$ cat src/rtl/voting_pkg.sv
// Shared definitions for the voting machine result path.
// Holds the tally FSM state encoding, candidate/count widths, the result
// frame byte positions, the default frame header and the frame checksum helper.
package voting_pkg;

    localparam int NUM_CAND  = 4;
    localparam int COUNT_W   = 8;
    localparam int TOTAL_W   = 10;
    localparam int FRAME_LEN = 7;

    // Byte positions inside the 7-byte result frame.
    localparam logic [2:0] BYTE_HDR    = 3'd0;
    localparam logic [2:0] BYTE_CAND0  = 3'd1;
    localparam logic [2:0] BYTE_RESULT = 3'd5;
    localparam logic [2:0] BYTE_CHK    = 3'd6;

    localparam logic [7:0] DEFAULT_HEADER = 8'hA5;

    typedef enum logic [1:0] {
        IDLE = 2'd0,
        SCAN = 2'd1,
        SEND = 2'd2,
        DONE = 2'd3
    } tally_state_t;

    // XOR of the six frame bytes that precede the checksum byte.
    function automatic logic [7:0] xor_checksum(input logic [5:0][7:0] body);
        logic [7:0] acc;
        acc = 8'h00;
        for (int i = 0; i < 6; i++) begin
            acc = acc ^ body[i];
        end
        return acc;
    endfunction

endpackage

$ cat src/rtl/result_tallier_if.sv
// Byte stream carrying the result frame to a display or UART stage.
//   out_valid : a frame byte is present (driven by master)
//   out_data  : frame byte, stable while out_valid is high (driven by master)
//   out_ready : sink accepts the byte (driven by slave)
interface result_tallier_if;
    logic       out_valid;
    logic       out_ready;
    logic [7:0] out_data;

    modport master (output out_valid, output out_data, input out_ready);
    modport slave  (input out_valid, input out_data, output out_ready);
endinterface

$ cat src/rtl/result_tallier_framer.sv
// result_framer: holds the 7-byte result frame and presents it one byte at a
// time on a valid/ready stage.
//   clock, reset   : clock and asynchronous active-low reset
//   load           : capture the frame fields and start presenting byte 0
//   counts, tie,
//   winner         : frame fields (header and checksum are generated here)
//   out_ready      : sink handshake
//   out_valid/data : registered byte stage
//   last_accepted  : high in the cycle the checksum byte transfers
module result_framer
    import voting_pkg::*;
#(
    parameter logic [7:0] HEADER = DEFAULT_HEADER
) (
    input  logic                               clock,
    input  logic                               reset,
    input  logic                               load,
    input  logic [NUM_CAND-1:0][COUNT_W-1:0]   counts,
    input  logic                               tie,
    input  logic [1:0]                         winner,
    input  logic                               out_ready,
    output logic                               out_valid,
    output logic [7:0]                         out_data,
    output logic                               last_accepted
);

    logic [FRAME_LEN-1:0][7:0] frame_r;
    logic [FRAME_LEN-1:0][7:0] frame_s;
    logic [5:0][7:0]           body_s;
    logic [2:0]                idx_r;
    logic [2:0]                idx_nx_s;
    logic                      valid_r;
    logic [7:0]                data_r;
    logic                      xfer_s;

    // Assemble the frame contents and its checksum from the load fields.
    always_comb begin
        body_s              = '0;
        body_s[BYTE_HDR]    = HEADER;
        for (int i = 0; i < NUM_CAND; i++) begin
            body_s[int'(BYTE_CAND0) + i] = counts[i];
        end
        body_s[BYTE_RESULT] = {tie, 5'b00000, winner};
        frame_s             = '0;
        frame_s[5:0]        = body_s;
        frame_s[BYTE_CHK]   = xor_checksum(body_s);
    end

    assign xfer_s        = valid_r & out_ready;
    assign idx_nx_s      = idx_r + 3'd1;
    assign last_accepted = xfer_s & (idx_r == BYTE_CHK);
    assign out_valid     = valid_r;
    assign out_data      = data_r;

    // Frame storage, byte index and the registered valid/data stage.
    always_ff @(posedge clock or negedge reset) begin
        if (!reset) begin
            frame_r <= '0;
            idx_r   <= 3'd0;
            valid_r <= 1'b0;
            data_r  <= 8'h00;
        end else if (load) begin
            frame_r <= frame_s;
            idx_r   <= BYTE_HDR;
            valid_r <= 1'b1;
            data_r  <= frame_s[BYTE_HDR];
        end else if (xfer_s) begin
            if (idx_r == BYTE_CHK) begin
                idx_r   <= 3'd0;
                valid_r <= 1'b0;
                data_r  <= 8'h00;
            end else begin
                idx_r   <= idx_nx_s;
                data_r  <= frame_r[idx_nx_s];
            end
        end
    end

endmodule

$ cat src/rtl/result_tallier.sv
// result_tallier: on each close of voting (mode 0->1) snapshots the four vote
// counts, scans them one per cycle for winner / winner count / tie / total,
// then streams the 7-byte result frame through result_framer.
//   clock, reset            : clock and asynchronous active-low reset
//   mode                    : 0 voting, 1 result; rising edge starts a tally
//   cand1..4_vote_recvd     : live counts
//   busy, done              : tally in progress / one-cycle completion pulse
//   winner, winner_votes,
//   tie, total_votes        : results, held until the next scan completes
//   out_if                  : result frame byte stream (master side)
module result_tallier
    import voting_pkg::*;
#(
    parameter logic [7:0] HEADER = DEFAULT_HEADER
) (
    input  logic                  clock,
    input  logic                  reset,
    input  logic                  mode,
    input  logic [COUNT_W-1:0]    cand1_vote_recvd,
    input  logic [COUNT_W-1:0]    cand2_vote_recvd,
    input  logic [COUNT_W-1:0]    cand3_vote_recvd,
    input  logic [COUNT_W-1:0]    cand4_vote_recvd,
    output logic                  busy,
    output logic                  done,
    output logic [1:0]            winner,
    output logic [COUNT_W-1:0]    winner_votes,
    output logic                  tie,
    output logic [TOTAL_W-1:0]    total_votes,
    result_tallier_if.master      out_if
);

    tally_state_t                      state_r;
    logic                              mode_d_r;
    logic                              start_s;
    logic [NUM_CAND-1:0][COUNT_W-1:0]  snap_r;
    logic [COUNT_W-1:0]                max_r;
    logic [1:0]                        win_r;
    logic                              tie_acc_r;
    logic [1:0]                        idx_r;
    logic [TOTAL_W-1:0]                sum_r;
    logic                              busy_r;
    logic                              done_r;
    logic [1:0]                        winner_r;
    logic [COUNT_W-1:0]                winner_votes_r;
    logic                              tie_r;
    logic [TOTAL_W-1:0]                total_r;

    logic [COUNT_W-1:0]                cand_s;
    logic [COUNT_W-1:0]                max_nx_s;
    logic [1:0]                        win_nx_s;
    logic                              tie_nx_s;
    logic [TOTAL_W-1:0]                sum_nx_s;
    logic                              load_s;
    logic                              last_s;
    logic                              fr_valid_s;
    logic [7:0]                        fr_data_s;

    assign start_s = mode & ~mode_d_r;

    // Previous mode value for rising-edge detection.
    always_ff @(posedge clock or negedge reset) begin
        if (!reset) begin
            mode_d_r <= 1'b0;
        end else begin
            mode_d_r <= mode;
        end
    end

    // One scan step: strict greater-than keeps the lowest index on equality.
    always_comb begin
        cand_s   = snap_r[idx_r];
        max_nx_s = max_r;
        win_nx_s = win_r;
        tie_nx_s = tie_acc_r;
        if (cand_s > max_r) begin
            max_nx_s = cand_s;
            win_nx_s = idx_r;
            tie_nx_s = 1'b0;
        end else if (cand_s == max_r) begin
            tie_nx_s = 1'b1;
        end else begin
            tie_nx_s = tie_acc_r;
        end
        sum_nx_s = sum_r + {2'b00, cand_s};
        load_s   = (state_r == SCAN) && (idx_r == 2'd3);
    end

    // Tally FSM: snapshot, scan datapath, result registers and status flags.
    always_ff @(posedge clock or negedge reset) begin
        if (!reset) begin
            state_r        <= IDLE;
            snap_r         <= '0;
            max_r          <= '0;
            win_r          <= 2'd0;
            tie_acc_r      <= 1'b0;
            idx_r          <= 2'd0;
            sum_r          <= '0;
            busy_r         <= 1'b0;
            done_r         <= 1'b0;
            winner_r       <= 2'd0;
            winner_votes_r <= '0;
            tie_r          <= 1'b0;
            total_r        <= '0;
        end else begin
            case (state_r)
                IDLE: begin
                    done_r <= 1'b0;
                    if (start_s) begin
                        snap_r    <= {cand4_vote_recvd, cand3_vote_recvd,
                                      cand2_vote_recvd, cand1_vote_recvd};
                        max_r     <= cand1_vote_recvd;
                        win_r     <= 2'd0;
                        tie_acc_r <= 1'b0;
                        idx_r     <= 2'd1;
                        sum_r     <= {2'b00, cand1_vote_recvd};
                        busy_r    <= 1'b1;
                        state_r   <= SCAN;
                    end
                end
                SCAN: begin
                    max_r     <= max_nx_s;
                    win_r     <= win_nx_s;
                    tie_acc_r <= tie_nx_s;
                    sum_r     <= sum_nx_s;
                    idx_r     <= idx_r + 2'd1;
                    if (idx_r == 2'd3) begin
                        winner_r       <= win_nx_s;
                        winner_votes_r <= max_nx_s;
                        tie_r          <= tie_nx_s;
                        total_r        <= sum_nx_s;
                        state_r        <= SEND;
                    end
                end
                SEND: begin
                    if (last_s) begin
                        busy_r  <= 1'b0;
                        done_r  <= 1'b1;
                        state_r <= DONE;
                    end
                end
                DONE: begin
                    done_r  <= 1'b0;
                    state_r <= IDLE;
                end
                default: begin
                    busy_r  <= 1'b0;
                    done_r  <= 1'b0;
                    state_r <= IDLE;
                end
            endcase
        end
    end

    result_framer #(.HEADER(HEADER)) u_framer (
        .clock         (clock),
        .reset         (reset),
        .load          (load_s),
        .counts        (snap_r),
        .tie           (tie_nx_s),
        .winner        (win_nx_s),
        .out_ready     (out_if.out_ready),
        .out_valid     (fr_valid_s),
        .out_data      (fr_data_s),
        .last_accepted (last_s)
    );

    assign out_if.out_valid = fr_valid_s;
    assign out_if.out_data  = fr_data_s;
    assign busy             = busy_r;
    assign done             = done_r;
    assign winner           = winner_r;
    assign winner_votes     = winner_votes_r;
    assign tie              = tie_r;
    assign total_votes      = total_r;

endmodule

$ cat src/flat_wrapper.sv
// flat-port wrapper written by rule: the top's interface ports become plain ports
module result_tallier_flat import voting_pkg::*;
#(
    parameter logic [7:0] HEADER = DEFAULT_HEADER
)
  (clock, reset, mode, cand1_vote_recvd, cand2_vote_recvd, cand3_vote_recvd, cand4_vote_recvd, busy, done, winner, winner_votes, tie, total_votes, out_if_out_valid, out_if_out_data, out_if_out_ready);
  result_tallier_if out_if_i ();
  input  logic clock;
  input  logic reset;
  input  logic mode;
  input  logic [COUNT_W-1:0] cand1_vote_recvd;
  input  logic [COUNT_W-1:0] cand2_vote_recvd;
  input  logic [COUNT_W-1:0] cand3_vote_recvd;
  input  logic [COUNT_W-1:0] cand4_vote_recvd;
  output logic busy;
  output logic done;
  output logic [1:0] winner;
  output logic [COUNT_W-1:0] winner_votes;
  output logic tie;
  output logic [TOTAL_W-1:0] total_votes;
  output wire logic [$bits(out_if_i.out_valid)-1:0] out_if_out_valid;
  output wire logic [$bits(out_if_i.out_data)-1:0] out_if_out_data;
  input wire logic [$bits(out_if_i.out_ready)-1:0] out_if_out_ready;
  assign out_if_out_valid = out_if_i.out_valid;
  assign out_if_out_data = out_if_i.out_data;
  assign out_if_i.out_ready = out_if_out_ready;
  result_tallier #(.HEADER(HEADER)) u_core (.clock(clock), .reset(reset), .mode(mode), .cand1_vote_recvd(cand1_vote_recvd), .cand2_vote_recvd(cand2_vote_recvd), .cand3_vote_recvd(cand3_vote_recvd), .cand4_vote_recvd(cand4_vote_recvd), .busy(busy), .done(done), .winner(winner), .winner_votes(winner_votes), .tie(tie), .total_votes(total_votes), .out_if(out_if_i));
endmodule
$ cat config.mk
export PLATFORM = sky130hd
export DESIGN_NAME = result_tallier_flat
export DESIGN_NICKNAME = d
export VERILOG_FILES = /design/src/rtl/voting_pkg.sv /design/src/rtl/result_tallier_if.sv /design/src/rtl/result_tallier_framer.sv /design/src/rtl/result_tallier.sv /design/src/flat_wrapper.sv
export SDC_FILE = /design/constraint.sdc
export NUM_CORES = 1
export LEC_CHECK = 0
export ABC_CLOCK_PERIOD_IN_PS = 4100
export BUFFER_PORTS_ARGS = -buffer_cell sky130_fd_sc_hd__buf_4
export CAP_MARGIN = 20
export CORE_MARGIN = 8
export CORE_UTILIZATION = 59
export DETAILED_ROUTE_END_ITERATION = 16
export PLACE_DENSITY_LB_ADDON = 0.1
export SETUP_SLACK_MARGIN = 0.5
export SYNTH_ARGS = -nofsm -noshare
export SYNTH_HDL_FRONTEND = slang
export SYNTH_SLANG_ARGS = --single-unit
$ cat constraint.sdc
create_clock -name clock -period 4.1 [get_ports clock]
set_clock_uncertainty 0.05 [all_clocks]
set_input_delay 0 -clock clock [delete_from_list [all_inputs] [get_ports clock]]
set_output_delay 0 -clock clock [all_outputs]
set_load 0.01 [all_outputs]
==> run_results.csv <==
group,metric,value,unit
run_status,status,"finished, final reports clean",
critical_path,worstSetupEndpointType,"flip-flop",
critical_path,critPathBufInv,0,
clock_network,clkLatencyLatePin,0.43,ns
global_routing,grt_pass1_vias,5497,
critical_path,worstPathCellList,"mux4_2, ha_1, nand4_4, or2_4, nand2_2, nand2_2, o21ai_4, a22oi_2",
global_routing,grt_pass1_wl,30600,microns
floorplan,rows,39,
final_layout,post-route-cell-area,8570,sq um
global_routing,grt_max_degree,53,
sta,max_slew_margin,45.0,%
synthesis,synth.area.top_cells,"dfrtp_1, nand2_1, mux2_2",
drt,drt-pass1-iter-count,5,
critical_path,critical-path-top-delay-family,"flip-flops",
sta,hold_viol_final,0,
floorplan,dieArea,15500,sq um
synthesis,synth.top_cell.area_share,48.4,%
synthesis,yosys.area_share.simple,15.2,%
synthesis,avgSynthCellArea,10.2,sq um
critical_path,crit_type,"reg2reg",
synthesis,seq_area_frac_synth,48.4,%
synthesis,yosys_warnings,0,
synthesis,synth.mux.area_fraction,11.4,%
global_routing,antenna_found_initial,0,
synthesis,synth_nets,736,
sta,period_needed,3.36,ns
synthesis,synth_compound_area_share,13.6,%
clock_network,path_clk_slew,0.06,ns
job,drv_cap,0,
floorplan,start_util,60.5,%
power_and_ir_drop,ir_worst_vdd,0.000620,V
drt,drc,0,
synthesis,syn_inst,677,
synthesis,yosysTopAreaCell,"dfrtp_1",
clock_network,ctsResizeCount,0,
synthesis,synth-seq-cells,134,
critical_path,arrival,3.61,ns
drt,wl_per_cell,20.4,microns
final_layout,fin_util,74.8,%
sta,rsz0062_at_grt,"no",
final_layout,area_growth,23.6,%
synthesis,yosysMostFrequentCell,"nand2_1",
power_and_ir_drop,power.density,993,nW/um^2
clock_network,clock_sinks,134,
power_and_ir_drop,p_total,8.51,mW
clock_network,h-tree-depth,4,
final_layout,nets,835,
critical_path,slowest_stage,"dfrtp_1",
synthesis,yosys.cell_types.count,62,
critical_path,path_max_fanout,13,
placement,portBuffers,67,
synthesis,syn-cell-area,6930,sq um
power_and_ir_drop,power.leakage,3.99,nW
global_routing,grt_usage,25.0,%
synthesis,synth_async_sr_flop_share,100,%
clock_network,cts_tree,"built",
drt,vias,5544,
sta,drv_slew,0,
sta,tns,0,ns
global_routing,overflow,0,
clock_network,cts_max_path_buffers,2,
placement,finalWeightedCongestion,0.929,
floorplan,core-area,11500,sq um
drt,ant_nets,0,
drt,post_drt_via_cell_ratio,5.95,
critical_path,critPathLaunchType,"flip-flop",
final_layout,drive_above_1_share,24.0,%
synthesis,synth_fa_ha_area_share,4.26,%
sta,finalCritPeriodShare,81.9,%
clock_network,root_buffer,"clkbuf_16",
clock_network,numCtsBuffers,17,
min_path,hold_path.class,"in2async",
synthesis,synthFlopType,"dfrtp_1",
drt,routed_wl,19000,microns
sta,worst_pin_slew,0.825,ns
floorplan,io_pins,68,
sta,whs,0.0669,ns
critical_path,required,4.35,ns
synthesis,synth_common_cells,"nand2_1, dfrtp_1, o21ai_1",
synthesis,synth_top_family_by_area,"simple AND/OR/NAND/NOR gates",
drt,drt_iter0_markers,478,
placement,place_area,7550,sq um
placement,dp.final_hpwl,13100,microns
synthesis,synth-xor-area-share,4.17,%
critical_path,cpPeakStageDelay,0.83,ns
critical_path,critPathMostFrequentCell,"nand2_2",
final_layout,diodes,0,
floorplan,chipWidth,124,microns
sta,setup_violations,0,
synthesis,synth_edf_count,0,
floorplan,die_h,124,microns
sta,fmax,298,MHz
## layout make-up
class	instances	area, sq um
clock buffers	17	425
flip-flops and latches	134	3350
fillers	786	2900
repair buffers	111	921
multi-input cells	494	3380
inverters	18	67.6
clock inverters	15	249
well taps	143	179
## routing by layer
layer	up-vias	wire [microns]	global-route usage (%)
met4	0	552	11.1
met2	223	8700	36.9
li1	2549	-	-
met3	38	1230	5.87
met1	2734	8550	34.3
met5	-	0	0
## cell families after synthesis
kind of cell	Yosys count
DFF	134
and+or+nand+nor	244
adders and majority gates	23
muxes	59
buffers and inverters	49
AOI/OAI and AO/OA	135
xor gates and xnor gates	33
## per-stage QoR
step	worst slack, ns	cells
floorplan	1.27	677
global placement	0.846	865
detailed placement	0.745	865
CTS	0.743	932
global route	0.545	932
finish	0.741	932
## worst paths after layout
path | start | endpoint | slack, ns | depth (start not counted)
worst max-delay path | u_core.idx_r[0]$_DFFE_PN0P_ | u_core.max_r[2]$_DFFE_PN0P_ | 0.74 | 8
worst min register to register | u_core.u_framer.frame_r[18]$_DFFE_PN0P_ | u_core.u_framer.frame_r[18]$_DFFE_PN0P_ | 0.43 | 2
worst max register to register | u_core.idx_r[0]$_DFFE_PN0P_ | u_core.max_r[2]$_DFFE_PN0P_ | 0.74 | 8
worst min-delay path | reset | u_core.state_r[1]$_DFFE_PN0P_ | 0.07 | 2
max in group asynchronous | reset | u_core.u_framer.frame_r[12]$_DFFE_PN0P_ | 2.89 | 3
min in group clock | mode | u_core.mode_d_r$_DFF_PN0_ | 0.21 | 2
## power breakdown
group | switching [mW] | total, mW | internal [mW]
sequential | 0.604 | 2.52 | 1.92
clock | 0.612 | 1.76 | 1.15
combinational | 2.38 | 4.23 | 1.85
total | 3.59 | 8.51 | 4.92
## what timing repair did
item                      4_1_cts  5_1_grt
hold buffers                   35        0
setup buffers                   0        0
hold endpoints to repair      100        0
## sequential cells by signal, summed over array words and instances, names as in the netlist, 2 cells and up
| name | cells |
|---|---|
| u_core.snap_r | 32 |
| u_core.winner_votes | 8 |
| u_core.total_votes | 10 |
| u_core.sum_r | 10 |
| u_core.idx_r | 2 |
| u_core.max_r | 8 |
| u_core.u_framer.out_data | 8 |
| u_core.u_framer.frame_r | 43 |
| u_core.u_framer.idx_r | 3 |
| u_core.win_r | 2 |
| u_core.state_r | 2 |
## cell usage in the layout, fill, tap and decap left out, types with 3 or more instances in the layout
| cell type | netlist | layout |
|---|---|---|
| inv_1 | 17 | 17 |
| nand2_2 | 2 | 3 |
| nand2b_1 | 4 | 4 |
| xnor2_1 | 25 | 25 |
| dlygate4sd3_1 | 0 | 35 |
| and3_1 | 4 | 4 |
| o22ai_1 | 8 | 8 |
| nor2_1 | 28 | 28 |
| mux4_2 | 12 | 12 |
| clkbuf_16 | 0 | 17 |
| nand3_1 | 3 | 3 |
| a21oi_1 | 23 | 23 |
| ha_1 | 22 | 22 |
| a22o_1 | 4 | 4 |
| a31oi_1 | 13 | 13 |
| mux2i_1 | 9 | 9 |
| nor2b_1 | 5 | 5 |
| o21a_1 | 4 | 4 |
| o21ai_0 | 5 | 5 |
| a22oi_2 | 7 | 7 |
| buf_4 | 3 | 76 |
| o21ai_4 | 4 | 4 |
| o211ai_1 | 3 | 3 |
| dfrtp_1 | 134 | 134 |
| o21ai_1 | 39 | 39 |
| mux2_2 | 38 | 38 |
| a221oi_1 | 4 | 4 |
| xor2_1 | 8 | 8 |
| inv_6 | 0 | 3 |
| bufinv_16 | 0 | 6 |
| clkinv_2 | 0 | 3 |
| nor3_1 | 9 | 9 |
| nand2_1 | 173 | 172 |
Note: power is estimated with default switching activity, not from simulation.
